## src/rtl/nmos_pmos_dlatch_pkg.sv

```systemverilog
// Shared constants and types for the complementary-output D storage bank.
package nmos_pmos_dlatch_pkg;

   localparam int unsigned WIDTH_DEF = 4;

   // Storage behaviour of each bit: level-sensitive latch or rising-edge flop
   typedef enum logic {
      LATCH = 1'b0,
      FLOP  = 1'b1
   } edge_mode_e;

endpackage

```

## src/rtl/nmos_pmos_dlatch_if.sv

```systemverilog
// Data bus of the storage bank: D in, complementary Q/Q_n out.
interface nmos_pmos_dlatch_if
   import nmos_pmos_dlatch_pkg::*;
#(
   parameter int unsigned WIDTH = WIDTH_DEF
);
   logic [WIDTH-1:0] D;
   logic [WIDTH-1:0] Q;
   logic [WIDTH-1:0] Q_n;

   modport master (output D, input Q, input Q_n);
   modport slave  (input D, output Q, output Q_n);
endinterface

```

## src/rtl/mos_nand2.sv

```systemverilog
// NAND2 built as two parallel pmos pull-ups from vdd and two series nmos pull-downs to vss.
module mos_nand2 #(
   parameter int unsigned GATE_DLY = 0
) (
   input  logic a,
   input  logic b,
   output logic y_c
);
   logic pu_on_c;
   logic pd_on_c;

   // Either low input turns on a pmos; both inputs high complete the nmos stack
   assign pu_on_c = ~a | ~b;
   assign pd_on_c = a & b;
   assign y_c     = pu_on_c & ~pd_on_c;

   // Propagation delay is a gate-level annotation only; this model stays zero-delay
   if (GATE_DLY > 0) begin : g_dly_sim_only
   end
endmodule

```

## src/rtl/nmos_pmos_dlatch_cell.sv

```systemverilog
// One gated-D bit: five NAND2 gates with reset folded into the set/reset rails.
module nmos_pmos_dlatch_cell #(
   parameter int unsigned GATE_DLY = 0
) (
   input  logic en,
   input  logic rst_n,
   input  logic d,
   output logic q_c,
   output logic qn_c
);
   logic set_n_c;
   logic dn_c;
   logic rst_int_n_c;
   logic set_g_c;
   logic rst_g_c;
   logic lat_en_c;
   logic state_d;
   logic state_q;

   mos_nand2 #(.GATE_DLY(GATE_DLY)) u_set (.a(en),   .b(d),  .y_c(set_n_c));
   mos_nand2 #(.GATE_DLY(GATE_DLY)) u_dn  (.a(d),    .b(d),  .y_c(dn_c));
   mos_nand2 #(.GATE_DLY(GATE_DLY)) u_rst (.a(dn_c), .b(en), .y_c(rst_int_n_c));

   // Reset holds the set rail inactive and the reset rail active
   assign set_g_c = set_n_c | ~rst_n;
   assign rst_g_c = rst_int_n_c & rst_n;

   // Storage node of the cross-coupled pair, written whenever either rail pulls low
   always_comb begin
      lat_en_c = 1'b0;
      state_d  = 1'b0;
      lat_en_c = ~set_g_c | ~rst_g_c;
      state_d  = ~set_g_c;
   end

   always_latch begin
      if (lat_en_c) state_q <= state_d;
   end

   mos_nand2 #(.GATE_DLY(GATE_DLY)) u_q  (.a(set_g_c), .b(qn_c),    .y_c(q_c));
   mos_nand2 #(.GATE_DLY(GATE_DLY)) u_qn (.a(rst_g_c), .b(state_q), .y_c(qn_c));
endmodule

```

## src/rtl/nmos_pmos_dlatch.sv

```systemverilog
// WIDTH-bit D storage bank with complementary outputs; latch or master-slave flop per EDGE_MODE.
module nmos_pmos_dlatch
   import nmos_pmos_dlatch_pkg::*;
#(
   parameter int unsigned WIDTH     = WIDTH_DEF,
   parameter edge_mode_e  EDGE_MODE = LATCH,
   parameter int unsigned GATE_DLY  = 0
) (
   input logic               clk,
   input logic               rst_n,
   nmos_pmos_dlatch_if.slave bus
);
   for (genvar i = 0; i < WIDTH; i++) begin : g_bit
      if (EDGE_MODE == FLOP) begin : g_flop
         logic m_q_c;
         logic m_qn_unused_c;

         // Master is open while clk is low, so the slave sees D as it was at the rising edge
         nmos_pmos_dlatch_cell #(.GATE_DLY(GATE_DLY)) u_master (
            .en    (~clk),
            .rst_n (rst_n),
            .d     (bus.D[i]),
            .q_c   (m_q_c),
            .qn_c  (m_qn_unused_c)
         );
         nmos_pmos_dlatch_cell #(.GATE_DLY(GATE_DLY)) u_slave (
            .en    (clk),
            .rst_n (rst_n),
            .d     (m_q_c),
            .q_c   (bus.Q[i]),
            .qn_c  (bus.Q_n[i])
         );
      end else begin : g_latch
         nmos_pmos_dlatch_cell #(.GATE_DLY(GATE_DLY)) u_cell (
            .en    (clk),
            .rst_n (rst_n),
            .d     (bus.D[i]),
            .q_c   (bus.Q[i]),
            .qn_c  (bus.Q_n[i])
         );
      end
   end
endmodule

```

## src/flat_wrapper.sv

```systemverilog
// flat-port wrapper written by rule: the top's interface ports become plain ports
module nmos_pmos_dlatch_flat import nmos_pmos_dlatch_pkg::*;
#(
   parameter int unsigned WIDTH     = WIDTH_DEF,
   parameter edge_mode_e  EDGE_MODE = LATCH,
   parameter int unsigned GATE_DLY  = 0
)
  (clk, rst_n, bus_D, bus_Q, bus_Q_n);
  nmos_pmos_dlatch_if #(.WIDTH(WIDTH)) bus_i ();
  input logic clk;
  input logic rst_n;
  input wire logic [$bits(bus_i.D)-1:0] bus_D;
  output wire logic [$bits(bus_i.Q)-1:0] bus_Q;
  output wire logic [$bits(bus_i.Q_n)-1:0] bus_Q_n;
  assign bus_i.D = bus_D;
  assign bus_Q = bus_i.Q;
  assign bus_Q_n = bus_i.Q_n;
  nmos_pmos_dlatch #(.WIDTH(WIDTH), .EDGE_MODE(EDGE_MODE), .GATE_DLY(GATE_DLY)) u_core (.clk(clk), .rst_n(rst_n), .bus(bus_i));
endmodule
```

## config.mk

```make
export PLATFORM = sky130hd
export DESIGN_NAME = nmos_pmos_dlatch_flat
export DESIGN_NICKNAME = d
export VERILOG_FILES = /design/src/rtl/nmos_pmos_dlatch_pkg.sv /design/src/rtl/nmos_pmos_dlatch_if.sv /design/src/rtl/mos_nand2.sv /design/src/rtl/nmos_pmos_dlatch_cell.sv /design/src/rtl/nmos_pmos_dlatch.sv /design/src/flat_wrapper.sv
export SDC_FILE = /design/constraint.sdc
export NUM_CORES = 1
export LEC_CHECK = 0
export CAP_MARGIN = 20
export CORE_AREA = 5 5 42 44
export DETAILED_ROUTE_END_ITERATION = 10
export DIE_AREA = 0 0 47 49
export HOLD_SLACK_MARGIN = 0.03
export PLACE_DENSITY = 0.59
export SLEW_MARGIN = 5
export SYNTH_ARGS = -nofsm -noshare
export SYNTH_HDL_FRONTEND = slang
export SYNTH_SLANG_ARGS = --single-unit
export TNS_END_PERCENT = 10
```

## constraint.sdc

```tcl
create_clock -name vclk -period 2.4
set_clock_uncertainty 0.2 [all_clocks]
set_input_delay 0.36 -clock vclk [all_inputs]
set_output_delay 0.36 -clock vclk [all_outputs]
set_load 0.01 [all_outputs]
```

* Word level (Yosys, flattened, before mapping) *
Cells that the tools add are included.

cells by class
  mux-type cells = 8
  bitwise operators = 98

operators by type and width
  operator     count
  $not 1->1    38
  $and 1x1->1  36
  $or 1x1->1   24
  $mux 1       8

storage, ports and cells
  bits in latches = 4
  flip-flop bits (word level) = 0
  output and inout port bits = 8
  bits of input ports = 6
  word-level logic and storage cells = 110

* Depth between registers and ports, before layout *
  word-level depth = 11
  gate-level depth with buffers = 4
  depth with buffers taken out = 2

* Cells and area by module *
From an unflattened synthesis, not the netlist that was laid out.

unflattened totals
  cell total of the unflattened synthesis = 40
  area total of the unflattened synthesis = 240.2 sq um

by module, submodules not included
  module                 cells each  instances  area each (sq um)  sequential area each (sq um)
  nmos_pmos_dlatch_cell  5           4          41.3               0.0
  mos_nand2              1           20         3.8                0.0

==> run metrics <==
outcome complete, no violations; initial antenna violation count 0; gr ovfl total 0; Final Cell Area 374.1 sq um; Slowest-stage cell, CP clkdlybuf4s50_1; number of synthesized register bits 4; Max VDD drop 44.74 uV; Mapped Area 275.3 sq um; Worst slew margin 0.7436; die area 2303 sq um; antenna cell count 0; Syn Nets 39; Switching Share 0.3671; Initial Utilization 0.1964; Post-Layout Cell Count 55; RSZ-0062 raised after global routing no; via count 222; largest net degree at the start of global routing 15; Detailed Route WL 508 microns; crit-path leading delay family buffers and inverters; fin crit share 0.9674; Max Transition Viols Final 0; DP Cell Count 55; maxcap violations 0; critical-path cell list clkdlybuf4s50_1 > buf_4 > mux2i_1 > nor2b_1 > clkdlybuf4s50_1; Total Power 0.04753 mW; crit path launch clk; Max Freq 430.7 MHz; PortBufs 14; vias in the first global route 137; Post-Place Cell Area 371.6 sq um; PwrDens 127.1 nW/um^2; Internal 0.03008 mW; detailed-router iteration count before antenna repair 1; worst-margin pin slew 0.3839 ns; crit path DAT 1.76 ns; final antenna-violating net count 0; instance count of the mapped netlist 33; DP Worst Slack 0.02315 ns; kind of critical path input pin to output port; share of cells above drive strength 1 0.1795; worst min path class input pin to output port; Worst setup SP type input pin; Largest Register u_core.g_bit.g_latch.u_cell.state_q; Syn Area/Cell 8.341 sq um; setup tns final 0 ns; Comb power frac 0.883; Hold Startpoint rst_n; Nets 47; commonest non-fill, non-tap cell in the layout clkdlybuf4s50_1; Area Overhead vs Synth 35.91%; setup bufs post-CTS 0; IO Count 14; Setup-failing EPs final 0; register pins left without a clock 4; DRT iter0 DRCs 0; Critical Path Max Stage Delay 0.55 ns; Avg WL per Cell 9.236 microns; most frequent CP cell clkdlybuf4s50_1; Final min period 2.322 ns; Clock power frac 0; die height 49 microns; Leak Pwr 0.1644 nW; die width 47 microns; Tot GR Track Use 0.03665; CP endpoint kind output port; Final Hold Viols 0; endpoints left unconstrained 4; WP buf/inv 3; Largest register FFs 4; part of the power in registers 0.117; Switch Pwr 0.01745 mW; FP Rows 14; DRC violations left 0; first-pass GRT wire length 669 microns; Critical Path RT 1.84 ns; Yosys cell types 9; Top Registers u_core.g_bit.g_latch.u_cell.state_q x4; setup ws final 0.07817 ns; core box area 1401 sq um; Placer Congestion 0.6577; largest fanout on the critical path 4; Ys Warns 0; number of vias per cell 4.036
[synthesized netlist by cell type]
cell type / n / share of area
buf_6: 1 / 0.041
nand2_1: 2 / 0.027
o211ai_1: 4 / 0.11
nor2b_1: 4 / 0.091
and3_2: 4 / 0.11
inv_2: 1 / 0.014
buf_4: 9 / 0.25
mux2i_1: 4 / 0.15
dlxtp_1: 4 / 0.22
[area by class of cell]
type | count | area [sq um]
Tap cell | 16 | 20.02
Multi-Input combinational cell | 18 | 132.6
Sequential cell | 4 | 60.06
Fill cell | 163 | 1027
Timing Repair Buffer | 16 | 157.7
Inverter | 1 | 3.754
[final timing paths]
kind,slack (ns),end,cells past startpoint
max,0.08,bus_Q[0],5
min,1.42,bus_Q[1],3
[stage by stage]
step | hold WS, ns | util
floorplan | 0.7164 | -
CTS | 1.583 | 0.2652
detailed placement | 1.583 | 0.2652
global placement | 1.586 | 0.2652
finish | 1.416 | 0.2670
global route | 1.461 | 0.2670
[power by group through the flow]
stage	clock network (mW)	registers, mW	logic, mW
final	0	0.00555	0.0420
after floorplan	0	0.00543	0.0261
after global placement	0	0.00547	0.0425
after CTS	0	0.00556	0.0429
after global routing	0	0.00569	0.0454
after detailed placement	0	0.00556	0.0428
[tightest hold or removal path: stages]
cell             delay (ns)
dlymetal6s2s_1         0.24
nor2b_1                0.19
clkdlybuf4s50_1        0.47
[per-layer routing]
layer  global-route usage  vias up  part of all wire
met4                    0        0                 0
met1              0.06167       93              0.47
met2              0.05204        9              0.39
met5                    0        -                 0
li1                     -      120                 -
met3             0.003690        0              0.14
[logic make-up after synthesis]
kind of cell           share of synthesized area
latches                                   0.2182
AND/OR/NAND/NOR                           0.2273
AO/OA/AOI/OAI                             0.1091
multiplexers                              0.1455
buffers and inverters                     0.3000
[repair_timing]
action | CTS | global route
hold buffers | 0 | 0
endpoints found under the setup margin | 0 | 4
resized for setup | 0 | 1
(Power assumes the default switching activity.)
==> variant: new RTL, same settings <==
Set the package constant `WIDTH_DEF` to 3 (it was 4).
--- a/src/rtl/nmos_pmos_dlatch_pkg.sv
+++ b/src/rtl/nmos_pmos_dlatch_pkg.sv
@@ -3,3 +3,3 @@
 
-   localparam int unsigned WIDTH_DEF = 4;
+   localparam int unsigned WIDTH_DEF = 3;
 
Ports: changed (resized bus_D, bus_Q and bus_Q_n); port bits go from 14 to 11. The function was not compared with the original's and may differ.
==> variant against the unedited design <==
  * Design area is 21% lower
  * Critical path type unchanged
  * Synthesized cell count fell by 21%
  * Total power fell by 21%
  * Highest routed layer unchanged
  * Critical path depth unchanged
  * Routed wire length is 23% lower
  * Die area unchanged
  * Setup slack got worse by 0.014 ns
  * First-iteration DRC count did not move
  * Sequential cell count decreased by 1
  * Synthesized area decreased by 23%
==> variant: results (changes against the unedited design) <==
| Metric | Value |
|---|---|
| Status | `completed` |
| Fmax achieved | `428 MHz (-0.60%)` |
| Max VDD drop | `0.0247 mV (-45%)` |
| Setup crit end | `bus_Q[2]` |
| Largest net degree at the start of global routing | `12 (-3)` |
| CP arrival | `1.78 ns (+0.02 ns)` |
| Total GRT Usage | `0.0288 (-0.00781)` |
| IO buf count | `11 (-3)` |
| Routed wire length | `391 um (-23%)` |
| Register pins left without a clock | `3 (-1)` |
| RePlAce Congestion | `0.603 (-8.4%)` |
| Hold Path End | `bus_Q_n[0]` |
| Top flop regs | `u_core.g_bit.g_latch.u_cell.state_q x3` |
| Vias in the first global route | `126 (-8.0%)` |
| Sequential Power Share | `0.113 (-0.004)` |
| Global-route wire length before repair | `545 um (-19%)` |
| Netlist cell types | `10 (+1)` |
| Compound-Gate Fraction of Synth Area | `0.107 (-0.00258)` |
| Final nets | `38 (-19%)` |
| Endpoints left unconstrained | `3 (-1)` |
| Cell leakage power | `0.123 nW (-25%)` |
| Sw power | `0.0134 mW (-23%)` |
| Vias per cell | `3.77 (-6.7%)` |
| WHS | `1.58 ns (+0.160 ns)` |
| Placed instance area | `295 sq um (-21%)` |
| Area contributors post-synth | `buf_4 21%, dlxtp_1 21%, mux2i_1 14%` |
-- variant: cell types whose count changed after synthesis --
cell	delta
o211ai_1	-1
buf_2	+1
buf_4	-3
dlxtp_1	-1
mux2i_1	-1
and3_2	-1
nor2b_1	-1
-- variant: routing by layer --
layer	routed length, um	vias up	GRT usage
met3	41	0	0.00369
li1	-	95	-
met4	0	0	0
met5	0	-	0
met1	167	76	0.0416
met2	181	6	0.0475
-- variant: cell type report --
class                   count  area (sq um)  area share
flip-flops and latches      3          45.0       0.153
multi-input cells          14           101       0.343
well taps                  16          20.0      0.0678
inverters                   1          3.75      0.0127
repair buffers             13           125       0.424
-- variant: cells by family after synthesis --
kind of cell / count (synthesis)
buffers and inverters: 9
AO/OA/AOI/OAI: 3
multiplexers: 3
AND/OR/NAND/NOR: 8
latches: 3
-- variant: through the flow --
stage               cells  power [mW]
finish                 47      0.0374
global route           47      0.0404
CTS                    47      0.0379
detailed placement     47      0.0376
global placement       47      0.0374
floorplan              26      0.0244
